## src/rtl/pc_sequencer.sv

```systemverilog
// Multi-cycle instruction sequencer: fetch/decode/execute/writeback FSM that
// drives PC-control strobes and counts retired instructions.
module pc_sequencer #(
  parameter int ADDR_W  = 8,
  parameter int INSTR_W = 16
) (
  input  logic               clk,
  input  logic               reset,
  input  logic [INSTR_W-1:0] instr,
  input  logic               mem_ready,
  input  logic               zero_flag,
  input  logic               resume,
  output logic               pc_en,
  output logic               jump,
  output logic [ADDR_W-1:0]  jump_adr,
  output logic               branch,
  output logic [ADDR_W-1:0]  branch_adr,
  output logic [INSTR_W-1:0] ir,
  output logic               alu_en,
  output logic               reg_we,
  output logic [2:0]         state,
  output logic               halted,
  output logic [15:0]        retired
);

  typedef enum logic [2:0] {
    FETCH  = 3'd0,
    DECODE = 3'd1,
    EXEC   = 3'd2,
    WB     = 3'd3,
    HALT   = 3'd4
  } state_t;

  localparam logic [3:0] OP_BEQ = 4'hD;
  localparam logic [3:0] OP_JMP = 4'hE;
  localparam logic [3:0] OP_HLT = 4'hF;

  state_t               r_state;
  state_t               w_next_state;
  logic [INSTR_W-1:0]   r_ir;
  logic [15:0]          r_retired;
  logic [3:0]           w_opcode;
  logic [7:0]           w_target;
  logic                 w_retire;

  function automatic logic [15:0] sat_inc(input logic [15:0] v);
    return (v == 16'hFFFF) ? v : v + 16'd1;
  endfunction

  assign w_opcode = r_ir[15:12];
  assign w_target = r_ir[7:0];

  always_comb begin
    w_next_state = FETCH;
    pc_en        = 1'b0;
    jump         = 1'b0;
    branch       = 1'b0;
    alu_en       = 1'b0;
    reg_we       = 1'b0;
    w_retire     = 1'b0;
    case (r_state)
      FETCH:  w_next_state = mem_ready ? DECODE : FETCH;
      DECODE: w_next_state = EXEC;
      EXEC: begin
        case (w_opcode)
          OP_JMP: begin
            jump     = 1'b1;
            w_retire = 1'b1;
          end
          OP_BEQ: begin
            // Taken branch and fall-through increment are mutually exclusive.
            branch   = zero_flag;
            pc_en    = ~zero_flag;
            w_retire = 1'b1;
          end
          OP_HLT: begin
            w_next_state = HALT;
            w_retire     = 1'b1;
          end
          default: begin
            alu_en       = 1'b1;
            w_next_state = WB;
          end
        endcase
      end
      WB: begin
        reg_we   = 1'b1;
        pc_en    = 1'b1;
        w_retire = 1'b1;
      end
      HALT:    w_next_state = resume ? FETCH : HALT;
      default: w_next_state = FETCH;
    endcase
  end

  always_ff @(posedge clk) begin
    if (!reset) begin
      r_state   <= FETCH;
      r_ir      <= '0;
      r_retired <= '0;
    end else begin
      r_state <= w_next_state;
      if (r_state == FETCH && mem_ready) r_ir <= instr;
      if (w_retire) r_retired <= sat_inc(r_retired);
    end
  end

  assign jump_adr   = ADDR_W'(w_target);
  assign branch_adr = ADDR_W'(w_target);
  assign ir         = r_ir;
  assign state      = r_state;
  assign halted     = (r_state == HALT);
  assign retired    = r_retired;

endmodule

```

## config.mk

```make
export PLATFORM = sky130hd
export DESIGN_NAME = pc_sequencer
export DESIGN_NICKNAME = d
export VERILOG_FILES = /design/src/rtl/pc_sequencer.sv
export SDC_FILE = /design/constraint.sdc
export NUM_CORES = 1
export LEC_CHECK = 0
export CAP_MARGIN = 10
export CORE_MARGIN = 3
export CORE_UTILIZATION = 45
export DETAILED_ROUTE_END_ITERATION = 12
export GPL_TIMING_DRIVEN = 0
export MAX_ROUTING_LAYER = met4
export PLACE_DENSITY_LB_ADDON = 0.25
export SYNTH_ARGS = -nofsm -noshare
export SYNTH_HDL_FRONTEND = slang
export SYNTH_SLANG_ARGS = --single-unit
```

## constraint.sdc

```tcl
create_clock -name clk -period 3.81 [get_ports clk]
set_input_delay 0.9525 -clock clk [delete_from_list [all_inputs] [get_ports clk]]
set_output_delay 0.9525 -clock clk [all_outputs]
set_load 0.01 [all_outputs]
```

== Yosys cells after proc, flatten, opt, wreduce, memory -nomap -nowiden ==
Index checks and enable logic that the tools add are counted.
W data, S select, Z words.

* Add/subtract/negate cells: 1
* Reduce and logical (&&, ||, !) cells: 5
* Equal/unequal tests: 8
* $lt $le $gt $ge: 0
* Bitwise gates (word level): 2
* Multiply operators: 0
* Div/mod/pow operators: 0
* Mux-type cells: 15
* Shifts and indexed selects: 0

{| class="wikitable"
|+ Operator list
! operator !! count
|-
| $add A16 B1 Y16 const B || 1
|-
| $eq A16 B16 Y1 const B || 1
|-
| $eq A4 B4 Y1 const B || 3
|-
| $pmux W3 S4 || 1
|-
| $mux W1 || 10
|-
| $eq A3 B2 Y1 const B || 2
|-
| $pmux W3 S2 || 1
|-
| $pmux W1 S2 || 2
|-
| $eq A3 B1 Y1 const B || 1
|-
| $eq A3 B3 Y1 const B || 1
|-
| $logic_not A3 Y1 || 1
|-
| $mux W3 || 1
|-
| $reduce_or A3 Y1 || 1
|-
| $not A1 Y1 || 2
|-
| $reduce_and A2 Y1 || 1
|-
| $reduce_or A2 Y1 || 1
|-
| $logic_and A1 B1 Y1 || 1
|}

* Bits in latches: 0
* Memory bits (read-only): 0
* Memory bits (writable): 0
* Bits in registers: 35
* Input port bits: 21
* Output and inout port bits: 57
* Logic and storage cells: 34
* Memories: 0

== Depth between registers and ports, before layout ==
Gate-level depths: netlist of the first run.

* Depth in word-level cells: 5
* Mapped depth: 7
* Mapped depth without buffers: 5

== Worst setup path after synthesis of the first run ==
Ideal clock, no wire load.

* Path type: in2out
* Start point: input zero_flag
* End point: output branch
* Buffers on the path: 0
* Path slack: 1.574 ns
* Stages on the path: 2
* Data required time: 2.858 ns
* Arrival: 1.284 ns
* Cell sequence: nand3_1 -> nor3_1

* Longest elaborated chain between the ends: 2

{| class="wikitable"
|+ Ends and longest elaborated chain
! element !! RTL line !! RTL
|-
| from (decl) || 11 || <nowiki>input logic zero_flag,</nowiki>
|-
| $mux W1 || 65 || <nowiki>case (w_opcode)</nowiki>
|-
| $mux W1 || 61 || <nowiki>case (r_state)</nowiki>
|-
| to (decl) || 16 || <nowiki>output logic branch,</nowiki>
|}

Every way passes these cells.

== Worst setup path in the final report of the first run ==
* Start point: input zero_flag
* End point: output pc_en

* Longest elaborated chain between the ends: 3

{| class="wikitable"
|+ Ends and longest elaborated chain
! element !! RTL line !! RTL
|-
| $not A1 Y1 || 73 || <nowiki>pc_en = ~zero_flag;</nowiki>
|-
| $mux W1 || 65 ||
|-
| $pmux W1 S2 || 61 ||
|-
| to (decl) || 13 || <nowiki>output logic pc_en,</nowiki>
|}

Every way passes these cells.

==> metrics.txt, run 1 <==
# TYPE chip_impl_metric gauge
chip_impl_metric{name="power_report.internal_total",unit="uW"} 680
chip_impl_info{name="run_status",value="finished, final reports clean"} 1
chip_impl_metric{name="p_sw_share",unit="%"} 23.7
chip_impl_metric{name="seqCellArea",unit="sq um"} 701
chip_impl_metric{name="multi_input_area",unit="sq um"} 908
chip_impl_info{name="rsz0062_at_grt",value="no"} 1
chip_impl_metric{name="dieArea",unit="sq um"} 4800
chip_impl_metric{name="floorplan.io_pins",unit=""} 78
chip_impl_info{name="ctsRootBufferMaster",value="clkbuf_8"} 1
chip_impl_metric{name="slew_headroom",unit="%"} 67.5
chip_impl_metric{name="number_of_synthesis_warnings",unit=""} 0
chip_impl_metric{name="dpl-instance-area",unit="sq um"} 2620
chip_impl_metric{name="tns",unit="ns"} 0
chip_impl_metric{name="io_buffer_count",unit=""} 76
chip_impl_metric{name="grt-ovfl-total",unit=""} 0
chip_impl_info{name="yosys.cell_count.top_type",value="nand2_1"} 1
chip_impl_metric{name="maxCapViolCount",unit=""} 0
chip_impl_metric{name="antennaDiodeCount",unit=""} 0
chip_impl_metric{name="vias_per_cell",unit=""} 5.24
chip_impl_metric{name="via_count",unit=""} 1869
chip_impl_metric{name="cp_max_fo",unit=""} 2
chip_impl_metric{name="mapped_cell_area",unit="sq um"} 1800
chip_impl_metric{name="netlist_instances",unit=""} 225
chip_impl_metric{name="finalSetupViolations",unit=""} 0
chip_impl_info{name="cts_tree",value="built"} 1
chip_impl_metric{name="insertion_delay",unit="ns"} 0.29
chip_impl_info{name="synth_top_cells_by_area",value="dfxtp_1, nand2_1, buf_4"} 1
chip_impl_metric{name="drive_gt1_share",unit="%"} 11.0
chip_impl_metric{name="leakagePower",unit="nW"} 0.967
chip_impl_metric{name="detail_route.wirelength.met1",unit="um"} 2160
chip_impl_metric{name="worst-r2r-cell-count",unit=""} 6
chip_impl_metric{name="grt_max_degree",unit=""} 12
chip_impl_metric{name="synth_nets",unit=""} 247
chip_impl_metric{name="final_max_slew_viol_count",unit=""} 0
chip_impl_metric{name="first_pass_iters",unit=""} 4
chip_impl_metric{name="ys_types",unit=""} 40
chip_impl_metric{name="average_wire_length_per_cell_after_detail_routing",unit="um"} 13.1
chip_impl_info{name="cp-end-kind",value="output port"} 1
chip_impl_metric{name="postRouteWirelength",unit="um"} 4660
chip_impl_metric{name="detailed_place_hpwl",unit="um"} 3430
chip_impl_metric{name="num-nets-final",unit=""} 330
chip_impl_metric{name="globalRouteTotalUtil",unit="%"} 20.2
chip_impl_metric{name="timing.fmax",unit="MHz"} 312
chip_impl_metric{name="post-route-cell-area",unit="sq um"} 2740
chip_impl_metric{name="timing.final.crit_share",unit="%"} 84.2
chip_impl_metric{name="vdd_ir_drop_max",unit="uV"} 237
chip_impl_metric{name="period_needed",unit="ns"} 3.21
chip_impl_info{name="yosys_most_used_dff",value="dfxtp_1"} 1
chip_impl_metric{name="cellPowerDensity",unit="nW/um^2"} 325
chip_impl_metric{name="grt_antenna_before_repair",unit=""} 0
chip_impl_metric{name="clkTransAtPathRegs",unit="ns"} 0.07
chip_impl_metric{name="fin_util",unit="%"} 72.7
chip_impl_info{name="ys_top_cells_by_count",value="nand2_1, dfxtp_1, a21oi_1"} 1
chip_impl_metric{name="hold_path_depth",unit=""} 2
chip_impl_metric{name="p_seq_share",unit="%"} 44.1
chip_impl_metric{name="placement.setup.worst_slack",unit="ns"} 0.619
chip_impl_metric{name="fraction_of_the_yosys_area_taken_by_sequential_cells",unit="%"} 38.9
chip_impl_metric{name="power.share.combinational",unit="%"} 17.2
chip_impl_metric{name="drt.antenna.violating_nets",unit=""} 0
chip_impl_metric{name="post_cts_hold_buffer_count",unit=""} 0
chip_impl_metric{name="start_util",unit="%"} 47.8
chip_impl_metric{name="routed_length_on_met3",unit="um"} 222
chip_impl_metric{name="cts-resized-gates",unit=""} 0
chip_impl_info{name="timing.setup.critical_path_class",value="primary input to output port"} 1
chip_impl_info{name="route.top_layer_used",value="met4"} 1
chip_impl_metric{name="worstPathRequired",unit="ns"} 2.86
chip_impl_metric{name="cts_max_level",unit=""} 2
chip_impl_metric{name="post-place-cells",unit=""} 349
chip_impl_metric{name="placementRows",unit=""} 22
chip_impl_metric{name="grt_pass1_wl",unit="um"} 7800
chip_impl_info{name="synth_top_area_cell",value="dfxtp_1"} 1
chip_impl_metric{name="actual_slew_at_the_worst_max_slew_pin",unit="ns"} 0.487
chip_impl_metric{name="cts_inserted_buffers",unit=""} 5
chip_impl_metric{name="final_critical_path_setup_slack",unit="ns"} 0.601
chip_impl_metric{name="area_delta_synth_final",unit="%"} 52.0
chip_impl_metric{name="worst_clock_skew",unit="ns"} 0.00499
chip_impl_metric{name="synth_largest_type_area_fraction",unit="%"} 38.9
chip_impl_metric{name="worstPathArrival",unit="ns"} 2.26
chip_impl_metric{name="clockBufferDepth",unit=""} 2
chip_impl_metric{name="chipHeight",unit="um"} 69.3
chip_impl_metric{name="synth-edff-count",unit=""} 0
chip_impl_metric{name="cts_setup_buffers",unit=""} 0
chip_impl_metric{name="grt_pass1_vias",unit=""} 1639
chip_impl_info{name="worst_hold_path_type",value="register to register"} 1
chip_impl_metric{name="mean_cell_area_of_the_mapped_netlist",unit="sq um"} 8.01
chip_impl_metric{name="layoutNonFillerInstCount",unit=""} 357
chip_impl_metric{name="placeableCoreArea",unit="sq um"} 3770
chip_impl_metric{name="total_switching_power",unit="uW"} 211
chip_impl_info{name="critPathLaunchType",value="primary input"} 1
chip_impl_metric{name="detailedRoute.firstIterationViolations",unit=""} 137
chip_impl_metric{name="timing_hold_violations_final",unit=""} 0
chip_impl_metric{name="final.fill_count",unit=""} 296
chip_impl_metric{name="remaining_routing_drc_violations",unit=""} 0
chip_impl_metric{name="finalWeightedCongestion",unit=""} 0.976
chip_impl_metric{name="numClockSinks",unit=""} 35
chip_impl_metric{name="met2_wirelength",unit="um"} 2210
chip_impl_metric{name="clock_power_share",unit="%"} 38.7
chip_impl_metric{name="synthArstFlopShare",unit="%"} 0
chip_impl_metric{name="postSynthRegisterBits",unit=""} 35
chip_impl_metric{name="die_w",unit="um"} 69.3
-- critical path: stages --
cell,delay [ns]
clkdlybuf4s50_1,0.43
nor3_1,0.18
o21a_1,0.15
clkdlybuf4s50_1,0.55
-- cell families after synthesis --
kind of cell    synth area share [%]
compound gates                  13.0
fa+ha+maj                      0.694
buf+inv                         10.8
flops                           38.9
mux                             4.44
simple gates                    32.3
-- power groups by stage --
stage	Clock, mW	Combinational [mW]	Sequential (mW)
after floorplan	0	0.0651	0.406
after global routing	0.370	0.166	0.395
final	0.345	0.154	0.393
after CTS	0.351	0.155	0.393
after global placement	0	0.152	0.400
after detailed placement	0	0.154	0.401
-- final cells by class --
class	instances	area share (%)
multi-input combinational	159	33.1
buffer	27	6.53
clock inverter	2	1.28
inverter	4	0.548
timing repair buffer	76	27.7
clock buffer	6	3.01
sequential	35	25.6
tap	48	2.19
-- metal layers --
layer | up-vias | track usage [%]
met5 | - | -
met4 | 0 | 7.59
met3 | 5 | 3.91
met2 | 55 | 32.3
met1 | 862 | 25.1
li1 | 947 | -
-- flip-flops by register name, indices dropped and copies added, names as in the netlist --
register and flops:
state 3, retired 16, ir 16
-- path summary, 6_finish.rpt --
kind	from	to	slack, ns
worst max-delay path	zero_flag	pc_en	0.60
worst min-delay path	ir[10]	ir[10]	0.46
worst min register to register	ir[10]	ir[10]	0.46
worst max register to register	retired[0]	retired[4]	1.92
-- placed cells by master (no fill, tap or decap), types with 2 or more instances in the layout --
master           count
nand3_1              9
nor4_1               8
nor3_1               9
o31ai_1              3
and3_1               3
dfxtp_1             35
or4_1                4
buf_2                2
buf_4               18
nand4_1              4
inv_1                3
nand2b_1             8
nand2_1             48
and2_1               3
o21a_1               2
mux2i_1              8
clkdlybuf4s50_1     76
clkbuf_1             6
clkbuf_8             6
a21oi_1             24
nor4b_1              2
o21ai_1              2
a41oi_1              2
nor2_1               4
-- metrics by stage --
step           hold slack (ns)  total power [mW]
3_5_place_dp             0.452             0.555
4_1_cts                  0.462             0.899
6_report                 0.459             0.891
5_1_grt                  0.476             0.931
3_3_place_gp             0.444             0.553
2_1_floorplan            0.481             0.471
(Power assumes the default switching activity.)
==> run 2: changes to the inputs <==
Settings changed: CORE_UTILIZATION 45 to 42.
Clock period 3.81 ns to 3.2 ns, I/O delays scaled along.
==> run 2 against run 1 <==
  * Clock-buffer cell count grew 1
  * Non-clock buffer count is the same
  * Sequential power grew 19%
  * Design area shrank 1.2%
  * Routed wire length grew 0.39%
  * Sequential share of layout area grew 0.32 points
==> metrics.txt, run 2 (synthesized netlist as in run 1, its figures left out) <==
# TYPE chip_impl_metric gauge
chip_impl_metric{name="detailedRoute.firstIterationViolations",unit=""} 147
chip_impl_metric{name="power.share.combinational",unit="%"} 19.1
chip_impl_info{name="critical_path_startpoint",value="zero_flag"} 1
chip_impl_metric{name="post_cts_hold_buffer_count",unit=""} 0
chip_impl_info{name="cts_tree",value="built"} 1
chip_impl_metric{name="worstPathRequired",unit="ns"} 2.40
chip_impl_metric{name="detailed_place_hpwl",unit="um"} 3510
chip_impl_metric{name="placement.setup.worst_slack",unit="ns"} 0.325
chip_impl_metric{name="clkTransAtPathRegs",unit="ns"} 0.07
chip_impl_info{name="ctsRootBufferMaster",value="clkbuf_8"} 1
chip_impl_metric{name="p_seq_share",unit="%"} 48.9
chip_impl_metric{name="actual_slew_at_the_worst_max_slew_pin",unit="ns"} 0.521
chip_impl_metric{name="final.fill_count",unit=""} 355
chip_impl_metric{name="seqCellArea",unit="sq um"} 701
chip_impl_metric{name="clockBufferDepth",unit=""} 2
chip_impl_info{name="min-delay-start",value="ir[8]"} 1
chip_impl_metric{name="finalWeightedCongestion",unit=""} 0.882
chip_impl_metric{name="insertion_delay",unit="ns"} 0.28
chip_impl_metric{name="antennaDiodeCount",unit=""} 0
chip_impl_metric{name="globalRouteTotalUtil",unit="%"} 19.4
chip_impl_metric{name="cp_max_fo",unit=""} 2
chip_impl_metric{name="period_needed",unit="ns"} 2.88
chip_impl_metric{name="area_delta_synth_final",unit="%"} 50.2
chip_impl_info{name="timing.setup.critical_path_class",value="primary input to output port"} 1
chip_impl_info{name="rsz0062_at_grt",value="no"} 1
chip_impl_metric{name="reg2reg_setup_slack",unit="ns"} 1.33
chip_impl_metric{name="placeableCoreArea",unit="sq um"} 4060
chip_impl_metric{name="final_max_slew_viol_count",unit=""} 0
chip_impl_metric{name="slew_headroom",unit="%"} 65.3
chip_impl_info{name="cp-end-kind",value="output port"} 1
chip_impl_metric{name="grt_antenna_before_repair",unit=""} 0
chip_impl_metric{name="start_util",unit="%"} 44.4
chip_impl_metric{name="cts-resized-gates",unit=""} 0
chip_impl_info{name="layout.cells.most_common_list",value="clkdlybuf4s50_1, nand2_1, dfxtp_1"} 1
chip_impl_metric{name="average_wire_length_per_cell_after_detail_routing",unit="um"} 13.0
chip_impl_info{name="crit-reg2reg-launch",value="retired[0]"} 1
chip_impl_metric{name="grt_pass1_wl",unit="um"} 7910
chip_impl_metric{name="timing.fmax",unit="MHz"} 348
chip_impl_metric{name="p_sw_share",unit="%"} 25.7
chip_impl_metric{name="maxCapViolCount",unit=""} 0
chip_impl_metric{name="dieArea",unit="sq um"} 5120
chip_impl_metric{name="via_count",unit=""} 1888
chip_impl_metric{name="numClockSinks",unit=""} 35
chip_impl_metric{name="chipHeight",unit="um"} 71.5
chip_impl_metric{name="timing_hold_violations_final",unit=""} 0
chip_impl_metric{name="cts_max_level",unit=""} 2
chip_impl_metric{name="postRouteWirelength",unit="um"} 4680
chip_impl_metric{name="power_report.internal_total",unit="uW"} 710
chip_impl_metric{name="io_buffer_count",unit=""} 76
chip_impl_metric{name="multi_input_area",unit="sq um"} 908
chip_impl_metric{name="floorplan.io_pins",unit=""} 78
chip_impl_metric{name="vias_per_cell",unit=""} 5.26
chip_impl_metric{name="num-nets-final",unit=""} 330
chip_impl_metric{name="worst_clock_skew",unit="ns"} 0.00228
chip_impl_metric{name="grt-ovfl-total",unit=""} 0
chip_impl_metric{name="leakagePower",unit="nW"} 0.948
chip_impl_info{name="critPathLaunchType",value="primary input"} 1
chip_impl_info{name="final_common_cell",value="clkdlybuf4s50_1"} 1
chip_impl_metric{name="timing.final.crit_share",unit="%"} 89.9
chip_impl_metric{name="grt_pass1_vias",unit=""} 1698
chip_impl_metric{name="first_pass_iters",unit=""} 4
chip_impl_metric{name="finalSetupViolations",unit=""} 0
chip_impl_info{name="worst_hold_path_type",value="register to register"} 1
chip_impl_metric{name="tns",unit="ns"} 0
chip_impl_metric{name="total_switching_power",unit="uW"} 245
chip_impl_metric{name="vdd_ir_drop_max",unit="uV"} 299
chip_impl_metric{name="placementRows",unit=""} 23
chip_impl_metric{name="worstPathArrival",unit="ns"} 2.08
chip_impl_metric{name="remaining_routing_drc_violations",unit=""} 0
chip_impl_metric{name="final_critical_path_setup_slack",unit="ns"} 0.323
chip_impl_info{name="run_status",value="finished, final reports clean"} 1
chip_impl_metric{name="die_w",unit="um"} 71.5
chip_impl_metric{name="cts_setup_buffers",unit=""} 0
chip_impl_metric{name="cts_inserted_buffers",unit=""} 5
chip_impl_metric{name="drive_gt1_share",unit="%"} 10.4
chip_impl_metric{name="clock_power_share",unit="%"} 32.0
chip_impl_metric{name="cellPowerDensity",unit="nW/um^2"} 353
chip_impl_metric{name="grt_max_degree",unit=""} 11
chip_impl_metric{name="drt.antenna.violating_nets",unit=""} 0
-- run 2: changes by cell type in the layout (fill, tap and decap cells not counted) --
cell / before / now
clkbuf_8: 6 / 5
clkbuf_1: 6 / 8
bufinv_16: 1 / 0
-- run 2: cell type report --
type                            instances  share of cell area [%]
Multi-Input combinational cell        159                    33.5
Timing Repair Buffer                   76                    28.1
Sequential cell                        35                    25.9
Buffer                                 27                    6.61
Clock buffer                            7                    2.82
Tap cell                               50                    2.31
Inverter                                4                   0.555
Clock inverter                          1                   0.185
-- run 2: path summary, 6_finish.rpt --
kind                              endpoint  cells past startpoint
worst min register to register       ir[8]                      2
worst max-delay path                 pc_en                      4
worst max register to register  retired[6]                      6
worst min-delay path                 ir[8]                      2
-- run 2: layer usage --
metal	vias to the layer above	part of all wire, %	track usage (%)
met5	-	0	-
met4	0	0.68	4.59
met3	6	6.2	4.21
met2	58	46	29.9
met1	875	47	26.1
li1	949	-	-
-- run 2: worst max-delay path: stages --
cell and delay, ns:
clkdlybuf4s50_1 0.42, nor3_1 0.17, o21a_1 0.14, clkdlybuf4s50_1 0.54
-- run 2: power groups by stage --
stage / Clock [mW] / Sequential (mW) / Combinational (mW)
3_3_place_gp: 0 / 0.477 / 0.181
4_1_cts: 0.311 / 0.468 / 0.184
2_1_floorplan: 0 / 0.483 / 0.0775
5_1_grt: 0.327 / 0.470 / 0.200
6_report: 0.306 / 0.468 / 0.182
3_5_place_dp: 0 / 0.478 / 0.184
-- run 2: through the flow --
stage	power [mW]	std cells	hold slack, ns	util, %	cell area (sq um)
after detailed placement	0.661	351	0.451	64.7	2630
final	0.956	359	0.457	66.7	2710
after global routing	0.998	359	0.488	66.7	2710
after CTS	0.962	359	0.461	66.7	2710
after global placement	0.658	351	0.442	64.7	2630
after floorplan	0.561	225	0.481	-	1800
==> run 3: changes to the inputs <==
Settings changed: CORE_ASPECT_RATIO from default to 1.2.
==> run 3 against run 2 <==
  * Total power rose by 12%
  * Setup slack got worse by 0.0059 ns
  * Flip-flop and latch count did not move
  * Clock skew rose by 0.0026 ns
  * Via count rose by 1.0%
  * Design area rose by 1.5%
  * Critical path type unchanged
==> metrics.txt, run 3 (synthesized netlist as in run 1, its figures left out) <==
# TYPE chip_impl_metric gauge
chip_impl_metric{name="globalRouteTotalUtil",unit="%"} 20.9
chip_impl_info{name="cp-end-kind",value="output port"} 1
chip_impl_metric{name="area_delta_synth_final",unit="%"} 52.5
chip_impl_info{name="critPathTopFamily",value="buffers and inverters"} 1
chip_impl_info{name="critical_path_startpoint",value="zero_flag"} 1
chip_impl_metric{name="actual_slew_at_the_worst_max_slew_pin",unit="ns"} 0.533
chip_impl_metric{name="die_w",unit="um"} 65.8
chip_impl_info{name="layout.cells.most_common_list",value="clkdlybuf4s50_1, nand2_1, dfxtp_1"} 1
chip_impl_info{name="run_status",value="finished, final reports clean"} 1
chip_impl_metric{name="cts_max_level",unit=""} 2
chip_impl_metric{name="path_depth",unit=""} 4
chip_impl_metric{name="cp_num_buf_inv",unit=""} 2
chip_impl_info{name="crit-reg2reg-capture",value="retired[8]"} 1
chip_impl_metric{name="placeableCoreArea",unit="sq um"} 4040
chip_impl_metric{name="leakagePower",unit="nW"} 0.967
chip_impl_metric{name="num-nets-final",unit=""} 330
chip_impl_metric{name="cp_max_fo",unit=""} 2
chip_impl_metric{name="post-layout-total-power",unit="mW"} 1.07
chip_impl_metric{name="cts_setup_buffers",unit=""} 0
chip_impl_metric{name="timing_hold_violations_final",unit=""} 0
chip_impl_metric{name="remaining_routing_drc_violations",unit=""} 0
chip_impl_info{name="ctsRootBufferMaster",value="clkbuf_8"} 1
chip_impl_metric{name="tns",unit="ns"} 0
chip_impl_metric{name="timing.final.crit_share",unit="%"} 90.1
chip_impl_metric{name="grt_max_degree",unit=""} 12
chip_impl_metric{name="maxCapViolCount",unit=""} 0
chip_impl_metric{name="critical-path-max-stage-delay",unit="ns"} 0.55
chip_impl_info{name="timing.setup.critical_path_class",value="primary input to output port"} 1
chip_impl_metric{name="post-route-cell-area",unit="sq um"} 2750
chip_impl_metric{name="grt_antenna_before_repair",unit=""} 0
chip_impl_metric{name="slew_headroom",unit="%"} 64.4
chip_impl_metric{name="first_pass_iters",unit=""} 4
chip_impl_info{name="worst_hold_path_type",value="register to register"} 1
chip_impl_metric{name="final.fill_count",unit=""} 342
chip_impl_metric{name="placementRows",unit=""} 25
chip_impl_metric{name="insertion_delay",unit="ns"} 0.29
chip_impl_info{name="rsz0062_at_grt",value="no"} 1
chip_impl_metric{name="cts_inserted_buffers",unit=""} 5
chip_impl_metric{name="average_wire_length_per_cell_after_detail_routing",unit="um"} 13.5
chip_impl_metric{name="final_critical_path_setup_slack",unit="ns"} 0.317
chip_impl_metric{name="multi_input_area",unit="sq um"} 908
chip_impl_metric{name="cellPowerDensity",unit="nW/um^2"} 389
chip_impl_metric{name="postRouteWirelength",unit="um"} 4920
chip_impl_metric{name="period_needed",unit="ns"} 2.88
chip_impl_metric{name="detailedRoute.firstIterationViolations",unit=""} 73
chip_impl_metric{name="placement.setup.worst_slack",unit="ns"} 0.311
chip_impl_metric{name="dpl-instance-area",unit="sq um"} 2630
chip_impl_metric{name="cts-resized-gates",unit=""} 0
chip_impl_metric{name="drt.antenna.violating_nets",unit=""} 0
chip_impl_metric{name="timing.fmax",unit="MHz"} 347
chip_impl_metric{name="numClockSinks",unit=""} 35
chip_impl_info{name="final_common_cell",value="clkdlybuf4s50_1"} 1
chip_impl_metric{name="dieArea",unit="sq um"} 5120
chip_impl_metric{name="worstPathArrival",unit="ns"} 2.08
chip_impl_metric{name="antennaDiodeCount",unit=""} 0
chip_impl_metric{name="drive_gt1_share",unit="%"} 11.0
chip_impl_metric{name="detailed_place_hpwl",unit="um"} 3630
chip_impl_metric{name="vias_per_cell",unit=""} 5.25
chip_impl_metric{name="via_count",unit=""} 1907
chip_impl_metric{name="chipHeight",unit="um"} 77.8
chip_impl_info{name="cts_tree",value="built"} 1
chip_impl_info{name="critPathLaunchType",value="primary input"} 1
chip_impl_metric{name="grt_pass1_wl",unit="um"} 8290
chip_impl_metric{name="worstPathRequired",unit="ns"} 2.40
chip_impl_info{name="min-delay-start",value="ir[8]"} 1
chip_impl_info{name="crit_path_frequent_cell",value="clkdlybuf4s50_1"} 1
chip_impl_info{name="crit-reg2reg-launch",value="retired[0]"} 1
chip_impl_metric{name="worst_clock_skew",unit="ns"} 0.00483
chip_impl_metric{name="grt-ovfl-total",unit=""} 0
chip_impl_metric{name="grt_pass1_vias",unit=""} 1837
chip_impl_metric{name="worst-r2r-cell-count",unit=""} 6
chip_impl_metric{name="clkTransAtPathRegs",unit="ns"} 0.08
chip_impl_metric{name="start_util",unit="%"} 44.7
chip_impl_metric{name="vdd_ir_drop_max",unit="uV"} 228
chip_impl_metric{name="seqCellArea",unit="sq um"} 701
chip_impl_metric{name="reg2reg_setup_slack",unit="ns"} 1.33
chip_impl_info{name="timing.critical_path.to",value="pc_en"} 1
chip_impl_metric{name="finalSetupViolations",unit=""} 0
chip_impl_info{name="crit_path_cell_trace",value="clkdlybuf4s50_1 > nor3_1 > o21a_1 > clkdlybuf4s50_1"} 1
chip_impl_metric{name="final_max_slew_viol_count",unit=""} 0
chip_impl_metric{name="clockBufferDepth",unit=""} 2
chip_impl_metric{name="io_buffer_count",unit=""} 76
chip_impl_metric{name="post_cts_hold_buffer_count",unit=""} 0
chip_impl_info{name="worst_path_max_delay_cell",value="clkdlybuf4s50_1"} 1
chip_impl_metric{name="floorplan.io_pins",unit=""} 78
chip_impl_metric{name="finalWeightedCongestion",unit=""} 0.891
==> run 3: cell types whose count changed in the layout (fill, tap and decap cells not counted) <==
cell / delta
clkbuf_8: +1
bufinv_16: +1
clkbuf_1: -2
==> run 3: layout make-up <==
type,count,area share (%)
Sequential cell,35,25.5
Clock buffer,6,3.00
Clock inverter,2,1.27
Inverter,4,0.546
Timing Repair Buffer,76,27.7
Buffer,27,6.51
Multi-Input combinational cell,159,33.0
Tap cell,54,2.46
==> run 3: worst min-delay path by stage <==
stage                   to  slack [ns]  depth (start not counted)
floorplan           ir[10]        0.48                          2
global placement    ir[11]        0.44                          2
detailed placement   ir[8]        0.45                          2
CTS                  ir[8]        0.46                          2
global route         ir[9]        0.49                          2
finish               ir[8]        0.46                          2
==> run 3: through the flow <==
stage | util, % | std cells | hold WS (ns)
final | 68.1 | 363 | 0.459
after global routing | 68.1 | 363 | 0.488
after global placement | 65.2 | 355 | 0.443
after floorplan | - | 225 | 0.481
after detailed placement | 65.2 | 355 | 0.447
after CTS | 68.1 | 363 | 0.458
==> run 3: where the power goes <==
group / internal (mW) / switching, mW / leakage, nW
combinational: 0.106 / 0.0766 / 0.621
clock: 0.252 / 0.167 / 0.0612
sequential: 0.452 / 0.0155 / 0.285
total: 0.810 / 0.259 / 0.967
==> run 3: tightest hold or removal path: stages, from the launching register on <==
cell and delay [ns]:
dfxtp_1 0.31, nand2_1 0.05, a21oi_1 0.05
==> run 3: per-layer routing <==
layer  part of all wire (%)  GRT usage (%)
met1                     43           24.4
met2                     47           33.3
met3                    7.6           5.35
met4                    2.5           9.75
met5                      0              -
==> edit 1, RTL diff (config.mk and constraints of run 2) <==
Set the parameter `INSTR_W` to 18 (it was 16).
--- a/src/rtl/pc_sequencer.sv
+++ b/src/rtl/pc_sequencer.sv
@@ -2,7 +2,7 @@
 // drives PC-control strobes and counts retired instructions.
 module pc_sequencer #(
   parameter int ADDR_W  = 8,
-  parameter int INSTR_W = 16
+  parameter int INSTR_W = 18
 ) (
   input  logic               clk,
   input  logic               reset,
Interface: changed (resized instr and ir); port bits go from 78 to 82. The function was not compared with the original's and may differ.
==> edit 1 against run 2 <==
  * Power rose by 5.2%
  * Synthesized cell count fell by 2.7%
  * Highest routed layer unchanged
  * Area after synthesis fell by 4.0%
  * Global-route usage fell by 1.2 points
  * Sequential cell count rose by 2
  * Worst setup slack improved by 0.046 ns
  * Final area fell by 1.1%
  * Wire length fell by 7.3%
  * Utilization rose by 3.3 points
==> edit 1: results (changes against run 2) <==
Parameter                              Value

Synthesis
  Avg Synthesized Cell Area ... 7.91 um^2 (was 8.01 um^2)
  List of most frequent post-synthesis cells ... sky130_fd_sc_hd__nand2_1 (48), sky130_fd_sc_hd__dfxtp_1 (37), sky130_fd_sc_hd__a21oi_1 (22), sky130_fd_sc_hd__nor2_1 (20), sky130_fd_sc_hd__buf_4 (16) (was sky130_fd_sc_hd__nand2_1 (48), sky130_fd_sc_hd__dfxtp_1 (35), sky130_fd_sc_hd__a21oi_1 (24), sky130_fd_sc_hd__buf_4 (18))
  Top post-synthesis cells by area ... sky130_fd_sc_hd__dfxtp_1 (43%), sky130_fd_sc_hd__nand2_1 (10%), sky130_fd_sc_hd__buf_4 (6.9%) (was sky130_fd_sc_hd__dfxtp_1 (39%), sky130_fd_sc_hd__nand2_1 (10%), sky130_fd_sc_hd__buf_4 (7.5%))
  Synth Net Count ... 243 (was 247)
  Cell variety after synth ... 29 (was 40)
  Share of synthesized area occupied by flip-flops and latches ... 0.428 (was 0.389)

Clock tree
  Number of cells upsized or downsized after cts ... 0 (unchanged)
  Deepest clock path buffer count ... 2 (unchanged)

Detailed routing
  Iteration-0 DRC count of the detailed router ... 58 (was 147)
  DR vias ... 1,696 (was 1,888)
  Average via count per standard cell ... 4.79 (was 5.26)
  Mean routed wirelength per cell ... 12.3 um (was 13.0 um)

Placement
  RD Place Congestion ... 0.779 (was 0.882)
  Pre-CTS setup slack ... 0.381 ns (was 0.325 ns)
  Half-perimeter wire length after placement ... 3.31 mm (was 3.51 mm)
  Buffers on Ports ... 80 (was 76)
  DP Area ... 0.00259 mm^2 (was 0.00263 mm^2)
  Placed insts ... 347 (was 351)

Final layout
  Proportion of layout cells with a drive suffix above 1 ... 0.0915 (was 0.104)
  Area taken by multi-input logic gates ... 812 um^2 (was 908 um^2)
  Fill cell total of the finished layout ... 330 (was 355)

Power
  Worst supply voltage drop on vdd ... 0.299 mV (about the same)

Critical path
  Arrival time of data at the critical path endpoint ... 2.03 ns (was 2.08 ns)
  Max stage delay cell, worst path ... sky130_fd_sc_hd__clkdlybuf4s50_1 (unchanged)
  Family of cells with the greatest summed delay on the critical path ... buffers and inverters (unchanged)

Global route
  Wire length of the first global-routing pass ... 7.27 mm (was 7.91 mm)
  Global Route Usage Sum ... 0.182 (was 0.194)
  Vias in the first global route ... 1,594 (was 1,698)

Timing
  Max transition margin ... 0.588 (was 0.653)
  Worst Skew ... 0.00445 ns (was 0.00228 ns)

Run status
  Result of the run ... complete, no violations (unchanged)
## edit 1: final timing paths
path	startpoint	endpoint	slack [ns]	cells past startpoint
worst max-delay path	zero_flag	pc_en	0.37	4
worst min-delay path	ir[10]	ir[10]	0.46	2
worst max register to register	retired[0]	retired[14]	1.27	6
worst min register to register	ir[10]	ir[10]	0.46	2
## edit 1: area by class of cell
type / count / share of cell area
Multi-Input combinational cell: 151 / 0.303
Sequential cell: 37 / 0.277
Tap cell: 48 / 0.0224
Inverter: 6 / 0.00841
Timing Repair Buffer: 80 / 0.299
Clock buffer: 7 / 0.0322
Buffer: 25 / 0.0584
## edit 1: kinds of logic after synthesis
group	count (synthesis)	synth area share
buffers and inverters	31	0.103
xor gates and xnor gates	9	0.0455
DFF	37	0.428
and+or+nand+nor	109	0.296
adders and majority gates	1	0.00722
AOI/OAI and AO/OA	27	0.0918
muxes	5	0.0289
## edit 1: routing by layer
layer / routed length, um / share of wire / track usage / up-vias
li1: - / - / - / 883
met1: 2010 / 0.46 / 0.225 / 747
met2: 2010 / 0.46 / 0.296 / 59
met3: 270 / 0.062 / 0.0388 / 7
met4: 46 / 0.011 / 0.0574 / 0
met5: 0 / 0 / - / -
## edit 1: power breakdown
part | internal [mW] | switching [mW]
clock | 0.171 | 0.155
sequential | 0.478 | 0.0187
combinational | 0.109 | 0.0739
total | 0.758 | 0.247
## edit 1: worst min-delay path, stage by stage, from the launching register on
cell                      delay (ns)
sky130_fd_sc_hd__dfxtp_1        0.31
sky130_fd_sc_hd__nand2_1        0.05
sky130_fd_sc_hd__a21oi_1        0.05
==> edit 2, RTL diff (config.mk and constraints of run 2) <==
Made on the original files. Reset style: asynchronous (`reset`), changed in one clocked block.
--- a/src/rtl/pc_sequencer.sv
+++ b/src/rtl/pc_sequencer.sv
@@ -93,7 +93,7 @@
     endcase
   end
 
-  always_ff @(posedge clk) begin
+  always_ff @(posedge clk or negedge reset) begin
     if (!reset) begin
       r_state   <= FETCH;
       r_ir      <= '0;
Formal check against the unedited RTL: differs if reset is asserted again (counterexample within 4 cycles, from zero or initial values and one cycle with reset low); with reset held inactive, the same outputs for 10 cycles.
==> edit 2 against run 2 <==
  * Area after synthesis up 2.9%
  * First-iteration DRC count down 43%
  * Hold slack better by 0.052 ns
  * Sequential cell count unchanged
  * Maximum frequency down 0.15%
  * Count of clock-buffer cells in the layout up 1
  * Worst setup slack worse by 0.0043 ns
  * Non-clock buffer count down 5
  * Wire length down 9.7%
  * Final area up 2.8%
  * Critical path type unchanged
Power is not compared: it rests on default switching activity, and its combinational part moved more than twofold at a synthesized area within 25%.
==> edit 2: results (changes against run 2) <==
Parameter                              Value

Run status
  Result of the run ... complete, no violations (unchanged)

Detailed routing
  Mean routed wirelength per cell ... 14.4 um (was 13.0 um)
  Average via count per standard cell ... 5.05 (was 5.26)
  Iteration-0 DRC count of the detailed router ... 84 (was 147)
  Wire length reported by the detailed router ... 4.22 mm (was 4.68 mm)
  DRT antenna net count ... 0 (unchanged)

Critical path
  End of the worst register-to-register path ... ir[11] (was retired[6])
  Last element of the critical path ... branch (was pc_en)
  Slack of the worst reg-to-reg path ... 1.39 ns (was 1.33 ns)
  Beginning of the worst register-to-register path ... state[2] (was retired[0])
  Depth of the worst register-to-register path ... 3 (was 6)

Synthesis
  Share of flip-flops with an asynchronous set or reset after synthesis ... 1.00 (was 0)
  List of most frequent post-synthesis cells ... sky130_fd_sc_hd__dfrtp_1 (35), sky130_fd_sc_hd__mux2_2 (17), sky130_fd_sc_hd__buf_4 (16), sky130_fd_sc_hd__xor2_1 (10) (was sky130_fd_sc_hd__nand2_1 (48), sky130_fd_sc_hd__dfxtp_1 (35), sky130_fd_sc_hd__a21oi_1 (24), sky130_fd_sc_hd__buf_4 (18))
  Compound-Gate Fraction of Synth Area ... 0.102 (was 0.130)
  Synth Net Count ... 181 (was 247)
  Avg Synthesized Cell Area ... 11.7 um^2 (was 8.01 um^2)
  Fraction of synthesized cell area in xor and xnor cells ... 0.0519 (was 0)
  Top post-synthesis cells by area ... sky130_fd_sc_hd__dfrtp_1 (47%), sky130_fd_sc_hd__mux2_2 (10%), sky130_fd_sc_hd__buf_4 (6.5%) (was sky130_fd_sc_hd__dfxtp_1 (39%), sky130_fd_sc_hd__nand2_1 (10%), sky130_fd_sc_hd__buf_4 (7.5%))
  Adder and majority cell fraction of the synthesized area ... 0.00674 (was 0.00694)
  Fraction of synthesized area in multiplexers ... 0.117 (was 0.0444)
  Share of synthesized area occupied by flip-flops and latches ... 0.472 (was 0.389)
  Cell variety after synth ... 43 (was 40)

Timing
  Fraction of the cycle the final worst path needs ... 0.901 (was 0.899)
  Worst Skew ... 0.00473 ns (was 0.00228 ns)
  Worst-Margin Slew ... 0.776 ns (was 0.521 ns)

Final layout
  Proportion of layout cells with a drive suffix above 1 ... 0.242 (was 0.104)
  Final Net Count ... 265 (was 330)
  Fill cell total of the finished layout ... 349 (was 355)

Placement
  Placed insts ... 286 (was 351)
  Half-perimeter wire length after placement ... 3.19 mm (was 3.51 mm)
  RD Place Congestion ... 0.843 (was 0.882)
  Pre-CTS setup slack ... 0.329 ns (was 0.325 ns)
  Buffers on Ports ... 77 (was 76)

Global route
  Wire length of the first global-routing pass ... 6.93 mm (was 7.91 mm)
  Global Route Usage Sum ... 0.175 (was 0.194)
  Number of antenna violations at the first check in global routing ... 0 (unchanged)
  Vias in the first global route ... 1,478 (was 1,698)
  Maximum number of pins on one net before global-route repair ... 36 (was 11)
==> edit 2: cell types whose count changed after synthesis, sizes merged, moves of 10 or more <==
cell,before,now
dfrtp,0,35
xor2,0,10
dfxtp,35,0
nand2,48,7
mux2,0,18
a21oi,24,6
==> edit 2: worst min path at each step <==
stage	to	cells past startpoint	slack [ns]	start
2_1_floorplan	ir[0]	0	0.50	reset
3_3_place_gp	ir[10]	1	0.49	ir[10]
3_5_place_dp	ir[10]	1	0.50	ir[10]
4_1_cts	retired[11]	1	0.51	retired[11]
5_1_grt	retired[9]	1	0.53	retired[9]
6_report	ir[10]	1	0.51	ir[10]
==> edit 2: area by class of cell <==
class | count | area (um^2) | share of cell area
buffer | 21 | 158 | 0.0566
multi-input combinational | 96 | 796 | 0.286
sequential | 35 | 876 | 0.315
clock buffer | 8 | 100 | 0.0360
tap | 50 | 62.6 | 0.0225
inverter | 7 | 26.3 | 0.00944
timing repair buffer | 77 | 766 | 0.275
==> edit 2: layer usage <==
| layer | wire length [um] | GRT usage | up-vias |
|---|---|---|---|
| met2 | 2090 | 0.263 | 47 |
| met3 | 273 | 0.0609 | 7 |
| li1 | - | - | 712 |
| met5 | 0 | - | - |
| met1 | 1810 | 0.222 | 719 |
| met4 | 56 | 0.0553 | 0 |
==> edit 2: stage by stage <==
step / total power [mW] / utilization / cell area (um^2)
finish: 2.38 / 0.672 / 2780
global route: 2.54 / 0.672 / 2780
CTS: 2.41 / 0.672 / 2780
detailed placement: 2.05 / 0.648 / 2680
global placement: 2.03 / 0.649 / 2690
floorplan: 1.38 / - / 1860
